File: src/rtl/keypad_scanner.sv
// keypad_scanner: 4x3 keypad row scanner with 2-flop column sync, press/release debounce and one-cycle key pulses; define KEYPAD_REPEAT_EN for digit auto-repeat
module keypad_scanner #(
  parameter int SCAN_DIV      = 1000,
  parameter int DEB_CYCLES    = 20,
  parameter int REPEAT_DELAY  = 50000000,
  parameter int REPEAT_PERIOD = 10000000
) (
  input  logic       clk,
  input  logic       rst_n,
  input  logic [2:0] col,
  output logic [3:0] row,
  output logic [9:0] button,
  output logic       star,
  output logic       hash,
  output logic       key_valid,
  output logic       key_held
);
  localparam int DW = $clog2(SCAN_DIV + 1);
  localparam int CW = $clog2(DEB_CYCLES + 1);
  localparam logic [DW-1:0] DMAX = DW'(SCAN_DIV - 1);
  localparam logic [CW-1:0] CMAX = CW'(DEB_CYCLES - 1);
  typedef enum logic [1:0] {SCAN, DEBOUNCE, PRESSED, RELEASE} state_t;
  state_t st;
  logic [2:0] c1, c2;
  logic [DW-1:0] div;
  logic [CW-1:0] cnt;
  logic [1:0] kcol, ri, ci;
  logic [3:0] kc, kn;
  logic hit, fire, rep;
  always_comb begin
    ri = ~row[0] ? 2'd0 : ~row[1] ? 2'd1 : ~row[2] ? 2'd2 : 2'd3;
    ci = ~c2[0] ? 2'd0 : ~c2[1] ? 2'd1 : 2'd2;
    kn = (ri == 2'd3) ? (ci == 2'd0 ? 4'd10 : ci == 2'd1 ? 4'd0 : 4'd11) : 4'(3 * ri + ci + 1);
    hit = c2[kcol];
    fire = (st == DEBOUNCE && !hit && cnt >= CMAX) || rep;
  end
`ifdef KEYPAD_REPEAT_EN
  localparam int RMAX = REPEAT_DELAY > REPEAT_PERIOD ? REPEAT_DELAY : REPEAT_PERIOD;
  localparam int RW = $clog2(RMAX + 1);
  logic [RW-1:0] rpt;
  assign rep = st == PRESSED && !hit && rpt == '0 && kc < 4'd10;
  always_ff @(posedge clk)
    if (!rst_n) rpt <= '0;
    else if (st != PRESSED) rpt <= RW'(REPEAT_DELAY - 1);
    else if (!hit) rpt <= (rpt == '0) ? RW'(REPEAT_PERIOD - 1) : rpt - 1'b1;
`else
  logic unused_rpt;
  assign rep = 1'b0;
  assign unused_rpt = ^{REPEAT_DELAY, REPEAT_PERIOD};
`endif
  always_ff @(posedge clk) begin
    if (!rst_n) begin
      st <= SCAN;
      row <= 4'b1110;
      div <= '0;
      cnt <= '0;
      kcol <= '0;
      kc <= '0;
      c1 <= '1;
      c2 <= '1;
      button <= '0;
      star <= 1'b0;
      hash <= 1'b0;
      key_valid <= 1'b0;
      key_held <= 1'b0;
    end else begin
      c1 <= col;
      c2 <= c1;
      button <= (fire && kc < 4'd10) ? 10'd1 << kc : '0;
      star <= fire && kc == 4'd10;
      hash <= fire && kc == 4'd11;
      key_valid <= fire;
      case (st)
        SCAN:
          if (div == DMAX) begin
            div <= '0;
            if (~&c2) begin
              st <= DEBOUNCE;
              kcol <= ci;
              kc <= kn;
              cnt <= '0;
            end else row <= {row[2:0], row[3]};
          end else div <= div + 1'b1;
        DEBOUNCE:
          if (hit) begin
            st <= SCAN;
            cnt <= '0;
            row <= {row[2:0], row[3]};
          end else if (cnt >= CMAX) begin
            st <= PRESSED;
            cnt <= '0;
            key_held <= 1'b1;
          end else cnt <= cnt + 1'b1;
        PRESSED:
          if (hit) begin
            st <= RELEASE;
            cnt <= CW'(1);
          end
        RELEASE:
          if (!hit) begin
            st <= PRESSED;
            cnt <= '0;
          end else if (cnt >= CMAX) begin
            st <= SCAN;
            cnt <= '0;
            key_held <= 1'b0;
            row <= {row[2:0], row[3]};
          end else cnt <= cnt + 1'b1;
        default: st <= SCAN;
      endcase
    end
  end
endmodule

File: config.mk
export PLATFORM = sky130hd
export DESIGN_NAME = keypad_scanner
export DESIGN_NICKNAME = d
export VERILOG_FILES = /design/src/rtl/keypad_scanner.sv
export SDC_FILE = /design/constraint.sdc
export NUM_CORES = 1
export LEC_CHECK = 0
export CAP_MARGIN = 5
export CORE_AREA = 3 3 70 72
export DETAILED_ROUTE_END_ITERATION = 10
export DIE_AREA = 0 0 73 75
export PLACE_DENSITY_LB_ADDON = 0.12
export SETUP_SLACK_MARGIN = 0.15
export SKIP_CTS_REPAIR_TIMING = 1
export SYNTH_ARGS = -nofsm -noshare
export SYNTH_HDL_FRONTEND = slang
export SYNTH_SLANG_ARGS = --single-unit
File: constraint.sdc
create_clock -name clk -period 3.55 [get_ports clk]
set_input_delay 1.065 -clock clk [delete_from_list [all_inputs] [get_ports clk]]
set_output_delay 1.065 -clock clk [all_outputs]
set_load 0.02 [all_outputs]
## Word-level counts from Yosys, hierarchy flattened

Cells that the tools add are included.

- Add/sub/neg operators: 4
- Multiply operators: 1
- Magnitude comparators: 3
- Equality and inequality tests: 19
- Shift operators: 1
- Muxes and demuxes: 37
- Bitwise operators: 1
- Reductions and logical operators: 17

Operators by type and width:

| cell | count |
|---|---|
| $mux W4 | 8 |
| $mux W5 | 6 |
| $mux W2 | 11 |
| $pmux W5 S4 | 1 |
| $ne A2 B2 Y1 const B | 8 |
| $pmux W4 S3 | 1 |
| $add A10 B1 Y10 const B | 1 |
| $eq A10 B10 Y1 const B | 1 |
| $mux W10 | 1 |
| $reduce_and A5 Y1 | 2 |
| $shl A1 B4 Y10 const A | 1 |
| $reduce_and A3 Y1 | 3 |
| $eq A4 B4 Y1 const B | 2 |
| $pmux W2 S4 | 1 |
| $eq A2 B2 Y1 const B | 3 |
| $mux W1 | 6 |
| $reduce_and A6 Y1 | 1 |
| $add A5 B1 Y5 const B | 1 |
| $ge A5 B5 Y1 const B | 1 |
| $logic_and A1 B1 Y1 | 5 |
| $add A4 B1 Y4 const B | 1 |
| $add A4 B2 Y4 | 1 |
| $eq A2 B1 Y1 const B | 2 |
| $logic_not A2 Y1 | 2 |
| 13 further kinds | 13 |

- Register bits: 47
- Input bits: 5
- Output and inout port bits: 18
- Logic and storage cells: 96

## Logic depth before layout (Yosys ltp)

- Word-level depth: 7
- Gate-level depth with buffers: 8
- Mapped depth without buffers: 8

## Worst setup path after synthesis

Ideal clock, no wire load.

- Kind: flip-flop to flip-flop
- From: reg row[2]
- To: reg kc[1]
- Setup time: 76 ps
- Arrival: 2,229 ps
- Required time: 3,474 ps
- Setup slack: 1,245 ps
- Stages on the path, launching flop included: 8
- Path buffers: 0
- Period minus slack after synthesis: 2,305 ps
- Cells stage by stage: dfxtp_1 > inv_1 > a21boi_0 > fa_1 > fa_1 > nor2_1 > a211o_1 > a21boi_0

- Word-level cells in the longest chain between the ends: 7
- Elaborated cells on any way between the ends: 8
- Those cells by class: add/sub: 2; mul: 1; eq/ne: 1; mux: 4

RTL lines:

| element | RTL line | text |
|---|---|---|
| from (decl) | 11 | `output logic [3:0] row,` |
| from (signal assigned) | 82 | `end else row <= {row[2:0], row[3]};` |
| from (signal assigned) | 88 | `row <= {row[2:0], row[3]};` |
| from (signal assigned) | 107 | `row <= {row[2:0], row[3]};` |
| $mux W1 (*) | 31 | `ri = ~row[0] ? 2'd0 : ~row[1] ? 2'd1 : ~row[2] ? 2'd2 : 2'd3;` |
| $mux W2 (*) (2 in a row) | 31 |  |
| $mul A2 B2 Y4 | 33 | `kn = (ri == 2'd3) ? (ci == 2'd0 ? 4'd10 : ci == 2'd1 ? 4'd0 : 4'd11) : 4'(3 * ri + ci + 1);` |
| $add A4 B2 Y4 | 33 |  |
| $add A4 B1 Y4 | 33 |  |
| $mux W4 (*) | 33 |  |
| to (signal assigned) | 80 | `kc <= kn;` |
| to (decl) | 28 | `logic [3:0] kc, kn;` |

Mark *: on every way between the ends. The rest lies on a longest branch, timed or not.
A chain may end at the register's enable or synchronous reset.

## Final worst setup path

- From: reg row[1]
- To: out row[1]

No word-level cell between the ends.

==> impl_results.md <==
* Gr usage total at 15.1%
* Sink Count at 47
* Placed instance area at 0.00235 mm²
* CTS tree: done
* Vias at 1,527
* Final core utilization at 57.0%
* Max Slew Vio Count at 0
* FF+latch count, synth at 47
* Pleak at 0.904 nW
* Max Buffers Root-to-Sink at 2
* Int Power at 0.843 mW
* Overall routed net length at 3570 µm
* Grt ovf at 0
* Num CTS Buffers at 5
* Fillers at 401
* Combinational fraction of design power at 5.1%
* Synth top area share at 45.3%
* Tcrit/Tclk final at 67.3%
* Vias/cell at 5.25
* Multi-input logic area at 0.00109 mm²
* First-pass GRT wire length at 6400 µm
* Global routing usage on met1 at 20.6%
* CTS clk-pin slew, worst paths at 0.08 ns
* Mapped Cells at 213
* Final instance area at 0.00248 mm²
* Register area at 941 µm²
* Fmax at 0.418 GHz
* Number of max-cap violations at 0
* RSZ-0062 raised after global routing: no
* Peak supply drop at 246 µV
* CP Capture Type: output port
* Die area at 0.00548 mm²
* Row Count at 24
* Clk_lat worst skew at 0.30 ns
* Final hold vios at 0
* Most instantiated cells after synthesis: 47 x dfxtp_1, 18 x nand2_1, 16 x nor2_1
* I/O pin cnt at 23
* DR WL/cell at 12.3 µm
* Root buf cell: clkbuf_8
* Clock network power share at 43.6%
* Largest net degree at the start of global routing at 28
* Max stage delay on crit path at 0.63 ns
* CP max stage cell: clkdlybuf4s50_1
* Outcome: complete, no violations
* Setup total negative slack at 0 ns
* DRC at 0
* CP max FO at 5
* Worst R2R Start: row[0]
* PortBufs at 22
* Top FF cell, synth: dfxtp_1
* Number of synthesized flops with an enable pin at 0
* Met3 usage at 4.94%
* Slew at the pin closest to its max-slew limit at 0.445 ns
* Number of global-route vias before repair at 1,407
* Setup Viol. Count Final at 0
* Share of cells above drive strength 1 at 9.62%
* Avg Inst Size Synth at 9.75 µm²
* Hold path startpoint: c1[2]
* PwrDens at 426 mW/mm²
* H-Tree Depth at 2
* Initial antenna violation count at 0
* Die Wd at 73 µm
* Worst Setup SP: row[1]
* Drt first-iter violations at 67
* Slew headroom at 70.1%
* Initial Util at 47.7%
* WP buf/inv at 1
* Worst path top cell family by delay: buffers and inverters
* Hpwl dp at 2510 µm
* Met2 usage at 22.1%
* Cell taking the most area after synthesis: dfxtp_1
* Tot Pwr at 1.06 mW
* Most frequent cell after synthesis: dfxtp_1
* Crit Path Category: reg2out
* Clock skew at 0.00408 ns
* Final RePlAce weighted congestion at 0.746
* Netlist Area Pre-Place at 0.00208 mm²
* Ys Warns at 0
* WHS at 0.413 ns
* Grt peak-use layer: met2
* Syn_nets at 226
* Switch Pwr at 0.216 mW
* Chip height at 75 µm
* Fin nets at 251
* CP Cell Sequence: clkdlybuf4s50_1
* Switching portion of total power at 20.4%
* Post-route antenna net violation count at 0
* CP Data Arrival Time at 1.32 ns
* Ys async rst share at 0%
* Number of diodes at 0
* Seq/Total Area, Yosys at 45.3%
* Final min period at 2.39 ns
* Distinct cells, synth at 49
* DRT Pass-1 Iters at 4
* Top cells by area, synth: dfxtp_1 45%, ha_1 3.6%, nand2_1 3.3%
* Area growth from synthesis to layout at 19.7%
* Sequential share of power at 51.3%
* Critical path required time at 2.48 ns
* Hold crit path type: reg2reg
* CP startpoint kind: flop
* Core ar. at 0.00435 mm²
==> stage by stage <==
step	worst slack [ns]	instances
2_1_floorplan	1.24	213
3_3_place_gp	1.09	283
3_5_place_dp	1.06	283
4_1_cts	1.14	291
5_1_grt	1.03	291
6_report	1.16	291
==> worst register-to-register path, cell delays in order (launching register included) <==
cell	delay, ns
dfxtp_1	0.39
a21boi_0	0.42
fa_1	0.54
ha_1	0.29
a21o_1	0.15
a211oi_1	0.28
a211o_1	0.13
a21boi_0	0.07
==> path summary, 6_finish.rpt <==
kind	end	slack (ns)	cells after the start
setup / recovery	row[1]	1.16	1
hold reg to reg	c2[2]	0.41	1
setup reg to reg	kc[3]	1.18	7
hold / removal	c2[2]	0.41	1
==> power by group through the flow <==
| stage | registers, mW | clock network (mW) | logic, mW |
|---|---|---|---|
| 3_5_place_dp | 0.555 | 0 | 0.0548 |
| 6_report | 0.543 | 0.462 | 0.0541 |
| 2_1_floorplan | 0.554 | 0 | 0.0405 |
| 4_1_cts | 0.543 | 0.474 | 0.0549 |
| 5_1_grt | 0.544 | 0.495 | 0.0631 |
| 3_3_place_gp | 0.555 | 0 | 0.0543 |
==> area by class of cell <==
| class | instances | area share (%) |
|---|---|---|
| Clock inverter | 3 | 2.72 |
| Timing Repair Buffer | 23 | 9.17 |
| Tap cell | 52 | 2.62 |
| Clock buffer | 5 | 2.77 |
| Multi-Input combinational cell | 154 | 43.8 |
| Sequential cell | 47 | 37.9 |
| Inverter | 7 | 1.06 |
==> sequential cells by signal, indices dropped and copies added (netlist names), named ones only <==
name       cells
kc             4
hash           1
key_valid      1
c2             3
star           1
key_held       1
button        10
div           10
c1             3
st             1
row            4
cnt            5
kcol           2
==> placed cells by master, fill, tap and decap left out, drive strengths merged, types with 6 or more instances in the layout <==
cell           instances
nand2b                11
inv                    7
nand2                 18
dfxtp                 47
xnor2                  8
and2                   6
nor2                  18
o21ai                  8
clkdlybuf4s50         22
a21oi                  6
nor3                   8
ha                     6
nand3                 10
==> cell families (layout without fill, tap and decap cells) <==
kind of cell	after synthesis	in the layout	share of synthesized area [%]
simple gates	92	92	25.1
xor+xnor	10	10	4.58
mux	4	4	2.11
fa+ha+maj	8	8	5.55
compound gates	40	40	15.0
flops	47	47	45.3
buf+inv	12	38	2.29
==> per-layer routing <==
layer / vias to the layer above / share of wire, %
met4: 0 / 1.4
li1: 802 / -
met1: 684 / 51
met2: 34 / 42
met5: - / 0
met3: 7 / 5.4
No activity file was read; power rests on OpenSTA's default activity.
